===== config.mk =====
export PLATFORM = sky130hd
export DESIGN_NAME = read_memory_arbiter_pipelined
export DESIGN_NICKNAME = d
export VERILOG_FILES = /design/src/rtl/read_memory_arbiter_pipelined.sv
export SDC_FILE = /design/constraint.sdc
export NUM_CORES = 1
export LEC_CHECK = 0
export BUFFER_PORTS_ARGS = -buffer_cell sky130_fd_sc_hd__buf_2
export CELL_PAD_IN_SITES_DETAIL_PLACEMENT = 1
export CELL_PAD_IN_SITES_GLOBAL_PLACEMENT = 2
export CORE_MARGIN = 2
export CORE_UTILIZATION = 28
export CTS_BUF_LIST = sky130_fd_sc_hd__clkbuf_4 sky130_fd_sc_hd__clkbuf_8
export CTS_CLUSTER_SIZE = 40
export DETAILED_ROUTE_END_ITERATION = 10
export PLACE_DENSITY = 0.95
export REMOVE_ABC_BUFFERS = 1
export SETUP_SLACK_MARGIN = 0.3
export SLEW_MARGIN = 15
export SYNTH_ARGS = -nofsm -noshare
export SYNTH_HDL_FRONTEND = slang
export SYNTH_SLANG_ARGS = --single-unit

===== constraint.sdc =====
create_clock -name clk -period 10.54 [get_ports clk]
set_input_delay 2.108 -clock clk [delete_from_list [all_inputs] [get_ports clk]]
set_output_delay 2.108 -clock clk [all_outputs]
set_load 0.01 [all_outputs]

===== src/rtl/read_memory_arbiter_pipelined.sv =====
// read_memory_arbiter_pipelined: N-port read arbiter for a fixed-latency single-port memory with fixed-priority or round-robin grant
module read_memory_arbiter_pipelined #(
  parameter int ARBITER_SIZE = 2,
  parameter int ADDR_TYPE = 32,
  parameter int DATA_TYPE = 32,
  parameter int READ_LATENCY = 1,
  parameter bit ROUND_ROBIN = 1'b1
) (
  input  logic                              clk,
  input  logic                              rst,
  input  logic [ARBITER_SIZE-1:0]           pValid,
  output logic [ARBITER_SIZE-1:0]           ready,
  input  logic [ARBITER_SIZE*ADDR_TYPE-1:0] address_in,
  input  logic [ARBITER_SIZE-1:0]           nReady,
  output logic [ARBITER_SIZE-1:0]           valid,
  output logic [ARBITER_SIZE*DATA_TYPE-1:0] data_out,
  output logic                              read_enable,
  output logic [ADDR_TYPE-1:0]              read_address,
  input  logic [DATA_TYPE-1:0]              data_from_memory
);
  localparam int N = ARBITER_SIZE;
  localparam int A = ADDR_TYPE;
  localparam int D = DATA_TYPE;
  localparam int L = READ_LATENCY;
  localparam int IW = N > 1 ? $clog2(N) : 1;
  if (L < 1) begin : g_bad_latency
    $error("READ_LATENCY must be at least 1");
  end
  logic [N-1:0] pending_q, pending_d, valid_q, valid_d, eligible, grant;
  logic [N-1:0][D-1:0] out_q, out_d;
  logic [L-1:0] tag_v_q, tag_v_d;
  logic [L-1:0][IW-1:0] tag_id_q, tag_id_d;
  logic [IW-1:0] last_q, last_d, gidx, did;
  logic done;
  function automatic int pick(input int k, input logic [IW-1:0] last);
    return ROUND_ROBIN ? (int'(last) + 1 + k) % N : k;
  endfunction
  always_comb begin
    eligible = pValid & ~pending_q & (~valid_q | nReady);
    grant = '0;
    gidx = last_q;
    for (int k = 0; k < N; k++)
      if (!rst && grant == '0 && eligible[pick(k, last_q)]) begin
        grant[pick(k, last_q)] = 1'b1;
        gidx = IW'(pick(k, last_q));
      end
    ready = grant;
    read_enable = |grant;
    read_address = '0;
    for (int i = 0; i < N; i++)
      read_address = read_address | (grant[i] ? address_in[i*A +: A] : '0);
    last_d = read_enable ? gidx : last_q;
    done = tag_v_q[L-1];
    did = tag_id_q[L-1];
    tag_v_d[0] = read_enable;
    tag_id_d[0] = gidx;
    for (int k = 1; k < L; k++) begin
      tag_v_d[k] = tag_v_q[k-1];
      tag_id_d[k] = tag_id_q[k-1];
    end
    for (int i = 0; i < N; i++) begin
      pending_d[i] = grant[i] | (pending_q[i] & ~(done && did == IW'(i)));
      valid_d[i] = (done && did == IW'(i)) | (valid_q[i] & ~nReady[i]);
      out_d[i] = (done && did == IW'(i)) ? data_from_memory : out_q[i];
    end
  end
  always_ff @(posedge clk or posedge rst) begin
    if (rst) begin
      pending_q <= '0;
      valid_q <= '0;
      out_q <= '0;
      tag_v_q <= '0;
      tag_id_q <= '0;
      last_q <= IW'(N - 1);
    end else begin
      pending_q <= pending_d;
      valid_q <= valid_d;
      out_q <= out_d;
      tag_v_q <= tag_v_d;
      tag_id_q <= tag_id_d;
      last_q <= last_d;
    end
  end
  assign valid = valid_q;
  assign data_out = out_q;
  assert property (@(posedge clk) disable iff (rst) !(done && valid_q[did] && !nReady[did]));
endmodule


==> results of run 1 <==
[worst register-to-register path, cell delays in order, from the launching register on]
cell     delay (ns)
dfrtp_1        0.37
nor2b_1        0.18
nor3b_1        0.29
nand2_1        0.09
a21oi_1        0.21
ha_1           0.23
nor2_1         0.12
nor2_4         0.59
nor2b_1        0.17
o22a_1         0.23
[cell usage in the layout (no fill, tap or decap), drive strengths merged, types with 2 or more instances in the layout]
master	count
a21o	3
a21oi	35
a32oi	32
buf	208
bufinv	2
clkbuf	11
clkinv	2
dfrtp	70
ha	2
inv	2
mux2	64
nand2	35
nand2b	3
nand4b	2
nor2	3
nor2b	2
[logic make-up after synthesis]
kind of cell | synth area share, %
AND/OR/NAND/NOR | 7.15
AO/OA/AOI/OAI | 14.9
multiplexers | 21.1
flip-flops | 52.1
adder cells (fa/ha/maj) | 0.733
buffers and inverters | 4.07
[routing by layer]
metal	track usage (%)	part of all wire, %	vias up
met4	5.61	1.2	0
li1	-	-	1456
met2	26.0	48	172
met5	0	0	-
met1	18.2	42	1514
met3	3.76	9.1	7
[state kept, by name, summed over array words and instances, names as in the netlist]
name / cells
done: 1
did: 1
valid: 2
data_out: 64
pending_q: 2
last_q: 1
[stage by stage]
stage / util, % / area, sq um / power [mW] / instances
finish: 39.7 / 4750 / 1.19 / 633
global placement: 37.9 / 4530 / 0.941 / 618
floorplan: - / 3280 / 0.738 / 263
detailed placement: 37.9 / 4530 / 0.971 / 618
global route: 39.7 / 4750 / 1.27 / 633
CTS: 39.7 / 4750 / 1.21 / 633
[area by class of cell]
type | count | share of cell area [%]
flip-flops and latches | 71 | 37.4
multi-input cells | 190 | 31.8
repair buffers | 208 | 22.2
well taps | 147 | 3.87
clock buffers | 11 | 3.06
clock inverters | 4 | 1.48
inverters | 2 | 0.158
[worst max path at each step]
stage               from          end
3_5_place_dp   nReady[1]  read_enable
3_3_place_gp   nReady[1]  read_enable
5_1_grt        nReady[1]  read_enable
4_1_cts        nReady[1]  read_enable
6_report       nReady[1]  read_enable
2_1_floorplan        rst  read_enable
[report_power, final]
part	total, mW	internal, mW	switching, mW	leakage, nW
Clock	0.233	0.140	0.0930	0.113
Sequential	0.471	0.406	0.0659	0.832
Combinational	0.489	0.244	0.245	1.36
Total	1.19	0.789	0.404	2.30
==> flow_metrics.tcl, run 1 <==
set metrics [dict create \
    clk_latency_ns 0.34 \
    cp-end-kind "output pin" \
    drtIter0Drc 113 \
    r2r_start "valid[1]$_DFF_PP0_" \
    synth_area_leaders "dfrtp_1, mux2_2, a32oi_1" \
    syn_area_sq_um 3410 \
    dieArea_sq_um 13100 \
    drive_gt1_share_pct 60.1 \
    cts_made_buffers 9 \
    htree_levels 3 \
    min_path_cells 1 \
    multi_input_area_sq_um 1510 \
    layout.nets 586 \
    yosysTopAreaCell "dfrtp_1" \
    cp.depth 11 \
    slew_headroom_pct 40.9 \
    fill_cells 1375 \
    clk_path_buf_depth 2 \
    holdWs_ns 0.501 \
    worst_slew_pin_slew_ns 0.886 \
    reg2reg_depth 9 \
    grt_setup_unrepaired "false" \
    maxCapViolations 0 \
    via_count 3149 \
    dr.pass1.iters 4 \
    dieWidth_microns 114 \
    p_leak_nw 2.30 \
    setup_viol 0 \
    worstSetupPathType "input pin to output pin" \
    status "finished clean" \
    drv_slew 0 \
    arrival_ns 4.32 \
    synth_flop_cell "dfrtp_1" \
    initial_core_util_pct 28.5 \
    grt_pass1_wl_microns 15600 \
    std_cell_rows 40 \
    min_from "data_out[27]$_DFFE_PP0P_" \
    clock-sinks 71 \
    hp-class "flip-flop to flip-flop" \
    routed_via_density 4.97 \
    min_to "data_out[27]$_DFFE_PP0P_" \
    port_buffers 202 \
    path_buf_inv 2 \
    finalCritPeriodShare_pct 61.0 \
    register_area_sq_um 1780 \
    area_growth_syn_to_layout_pct 39.1 \
    hold_buffers 0 \
    synth.most_common_cell "dfrtp_1" \
    async_reset_ff_share_pct 100 \
    startpoint_type "input pin" \
    synth_edf_count 0 \
    dp_hpwl_microns 7620 \
    yosys.area.top_type_share_pct 51.3 \
    cp_slowest_cell "nor2_4" \
    layout_setup_ws_ns 4.11 \
    reg2reg_to "done$_DFF_PP0_" \
    drc 0 \
    fin_tns_setup_ns 0 \
    r2r_slack_ns 7.95 \
    max_stage_delay_ns 0.59 \
    grt_pass1_vias 3164 \
    ys_ff_latch 71 \
    ys_types 26 \
    fin_crit_ns 6.43 \
    cts_root_buf "clkbuf_8" \
    place_congestion 0.789 \
    cts_setup_buffers 0 \
    syn_avg_cell_area_sq_um 11.9 \
    synth-seq-area-share_pct 52.1 \
    synth_cells 288 \
    drt-wirelength-per-cell_microns 16.0 \
    skew_ns 0.00569 \
    ctsResizeCount 0 \
    yosysWarnings 0 \
    routed_wl_microns 10100 \
    powerDensity_nw_per_um2 251 \
    required_ns 8.43 \
    max_freq_mhz 155 \
    antenna_left 0 \
    synth_common_cells "dfrtp_1, mux2_2, a21oi_1, nand2_1, a32oi_1" \
    crit_chain "buf_2 > nor2b_1 > nor3b_1 > nand2_1 > a21oi_1 > ha_1 > nor2_1 > nor2_4 > nor2b_1 > o22a_1 > buf_2" \
    grt.overflow.total 0 \
    core-area_sq_um 12000 \
    antenna_found_initial 0 \
    antennaDiodeCount 0 \
    fp.dieH_microns 114 \
    post-place-ws_ns 4.07 \
    crit_family "simple AND/OR/NAND/NOR gates" \
    clkTransAtPathRegs_ns 0.07 \
    vdd_drop_max_mv 0.0675 \
    cts_tree "built" \
    grt_max_degree 72 \
    track_usage_pct 15.1 \
    cp_max_fo 33 \
    num_io_pins 203 \
    timing.final.hold_violations 0 \
]
(Power assumes the default switching activity.)
==> run 2: changes to the inputs <==
- CORE_UTILIZATION: 28 -> 23
- PLACE_DENSITY: 0.95 -> 0.87
- clock period: 10.54 -> 5.29 ns (I/O delays scaled with it)
==> run 2 against run 1 <==
Non-clock buffer count unchanged. Design area about the same. Sequential power grew 100%. Critical path depth unchanged. Global-route usage down 1.3 points. Count of clock-buffer cells in the layout is 1 higher. Die area grew 21%. Clock skew rose by 0.0020 ns. Combinational power increased by 99%. First-iteration DRC count shrank 46%. Register-to-register slack lost 4.9 ns. Critical endpoint is now read_address[5]. Largest cell class unchanged. Largest power group unchanged.
==> flow_metrics.tcl, run 2 (synthesized netlist as in run 1, its figures left out) <==
set metrics [dict create \
    status "finished clean" \
    core-area_sq_um 14500 \
    drtIter0Drc 61 \
    required_ns 4.23 \
    grt.overflow.total 0 \
    fill_cells 1699 \
    cts_made_buffers 9 \
    port_buffers 202 \
    grt_setup_unrepaired "false" \
    clk_latency_ns 0.34 \
    cts_setup_buffers 0 \
    antennaDiodeCount 0 \
    fp.dieH_microns 126 \
    htree_levels 3 \
    multi_input_area_sq_um 1510 \
    clkTransAtPathRegs_ns 0.07 \
    cts_root_buf "clkbuf_8" \
    fin_area_sq_um 4750 \
    routed_wl_microns 11000 \
    setup_viol 0 \
    hp-class "flip-flop to flip-flop" \
    powerDensity_nw_per_um2 484 \
    antenna_left 0 \
    vdd_drop_max_mv 0.141 \
    mostFrequentLayoutCell "buf_2" \
    final_cell_mix "buf_2, dfrtp_1, mux2_2" \
    routed_via_density 4.81 \
    drt-wirelength-per-cell_microns 16.4 \
    std_cell_rows 44 \
    max_freq_mhz 242 \
    dp_hpwl_microns 8160 \
    area_growth_syn_to_layout_pct 39.1 \
    clk_path_buf_depth 2 \
    hold_buffers 0 \
    ctsResizeCount 0 \
    finalCritPeriodShare_pct 78.1 \
    grt_pass1_vias 3308 \
    fin_crit_ns 4.13 \
    layout.nets 586 \
    fin_tns_setup_ns 0 \
    largest_reg_flops 64 \
    cp-end-kind "output pin" \
    drc 0 \
    clock-sinks 71 \
    postPlaceCellArea_sq_um 4580 \
    antenna_found_initial 0 \
    skew_ns 0.00765 \
    cts_tree "built" \
    grt_pass1_wl_microns 17300 \
    grt_max_degree 72 \
    slew_headroom_pct 36.0 \
    initial_core_util_pct 23.5 \
    place_congestion 0.705 \
    dr.pass1.iters 4 \
    p_leak_nw 2.27 \
    drv_slew 0 \
    dieWidth_microns 126 \
    drive_gt1_share_pct 60.3 \
    holdWs_ns 0.502 \
    startpoint_type "input pin" \
    maxCapViolations 0 \
    worstSetupPathType "input pin to output pin" \
    timing.final.hold_violations 0 \
    register_area_sq_um 1780 \
    arrival_ns 3.07 \
    dieArea_sq_um 15800 \
    num_io_pins 203 \
    via_count 3220 \
    track_usage_pct 13.8 \
    cp_max_fo 29 \
    worst_slew_pin_slew_ns 0.961 \
]
[run 2: cell count changes in the layout (fill, tap and decap cells not counted), sizes merged]
cell and change:
clkinvlp +2, bufinv -2, clkinv -1, clkbuf +1
[run 2: critical path, stage by stage]
cell     delay [ns]
buf_2          0.08
nor2b_1        0.07
nor3b_1        0.31
nand2_1        0.10
a21oi_1        0.22
ha_1           0.24
nor2_1         0.12
nor2_2         0.21
buf_4          0.35
a21oi_1        0.13
buf_2          0.16
[run 2: worst paths after layout]
kind | from | endpoint | slack [ns] | depth (start not counted)
setup / recovery | nReady[1] | read_address[5] | 1.16 | 11
hold / removal | data_out[20]$_DFFE_PP0P_ | data_out[20]$_DFFE_PP0P_ | 0.50 | 1
setup reg to reg | valid[1]$_DFF_PP0_ | pending_q[1]$_DFF_PP0_ | 3.04 | 9
hold reg to reg | data_out[20]$_DFFE_PP0P_ | data_out[20]$_DFFE_PP0P_ | 0.50 | 1
max in group asynchronous | rst | valid[0]$_DFF_PP0_ | 3.67 | 3
min in group asynchronous | rst | data_out[0]$_DFFE_PP0P_ | 1.05 | 3
[run 2: metal layers]
metal | GRT usage (%) | up-vias | routed length [microns]
met4 | 6.21 | 0 | 301
li1 | - | 1461 | -
met2 | 24.5 | 173 | 5430
met5 | 0 | - | 0
met3 | 3.36 | 17 | 940
met1 | 15.6 | 1569 | 4310
[run 2: area by class of cell]
type                            instances  share of cell area [%]
Sequential cell                        71                    37.4
Inverter                                2                   0.158
Multi-Input combinational cell        190                    31.7
Clock buffer                           12                    3.21
Tap cell                              184                    4.85
Timing Repair Buffer                  208                    22.2
Clock inverter                          3                   0.421
[run 2: report_power, final]
part	internal (mW)	switching, mW	total, mW	leakage [nW]
combinational	0.486	0.487	0.973	1.36
clock	0.190	0.190	0.380	0.0853
sequential	0.808	0.137	0.945	0.832
[run 2: stage by stage]
step,setup slack (ns),std cells,total power [mW],utilization [%]
2_1_floorplan,0.104,263,1.47,-
6_report,1.16,670,2.30,32.7
3_3_place_gp,1.23,655,1.89,31.5
5_1_grt,0.920,670,2.46,32.7
3_5_place_dp,1.11,655,1.94,31.5
4_1_cts,1.10,670,2.33,32.7
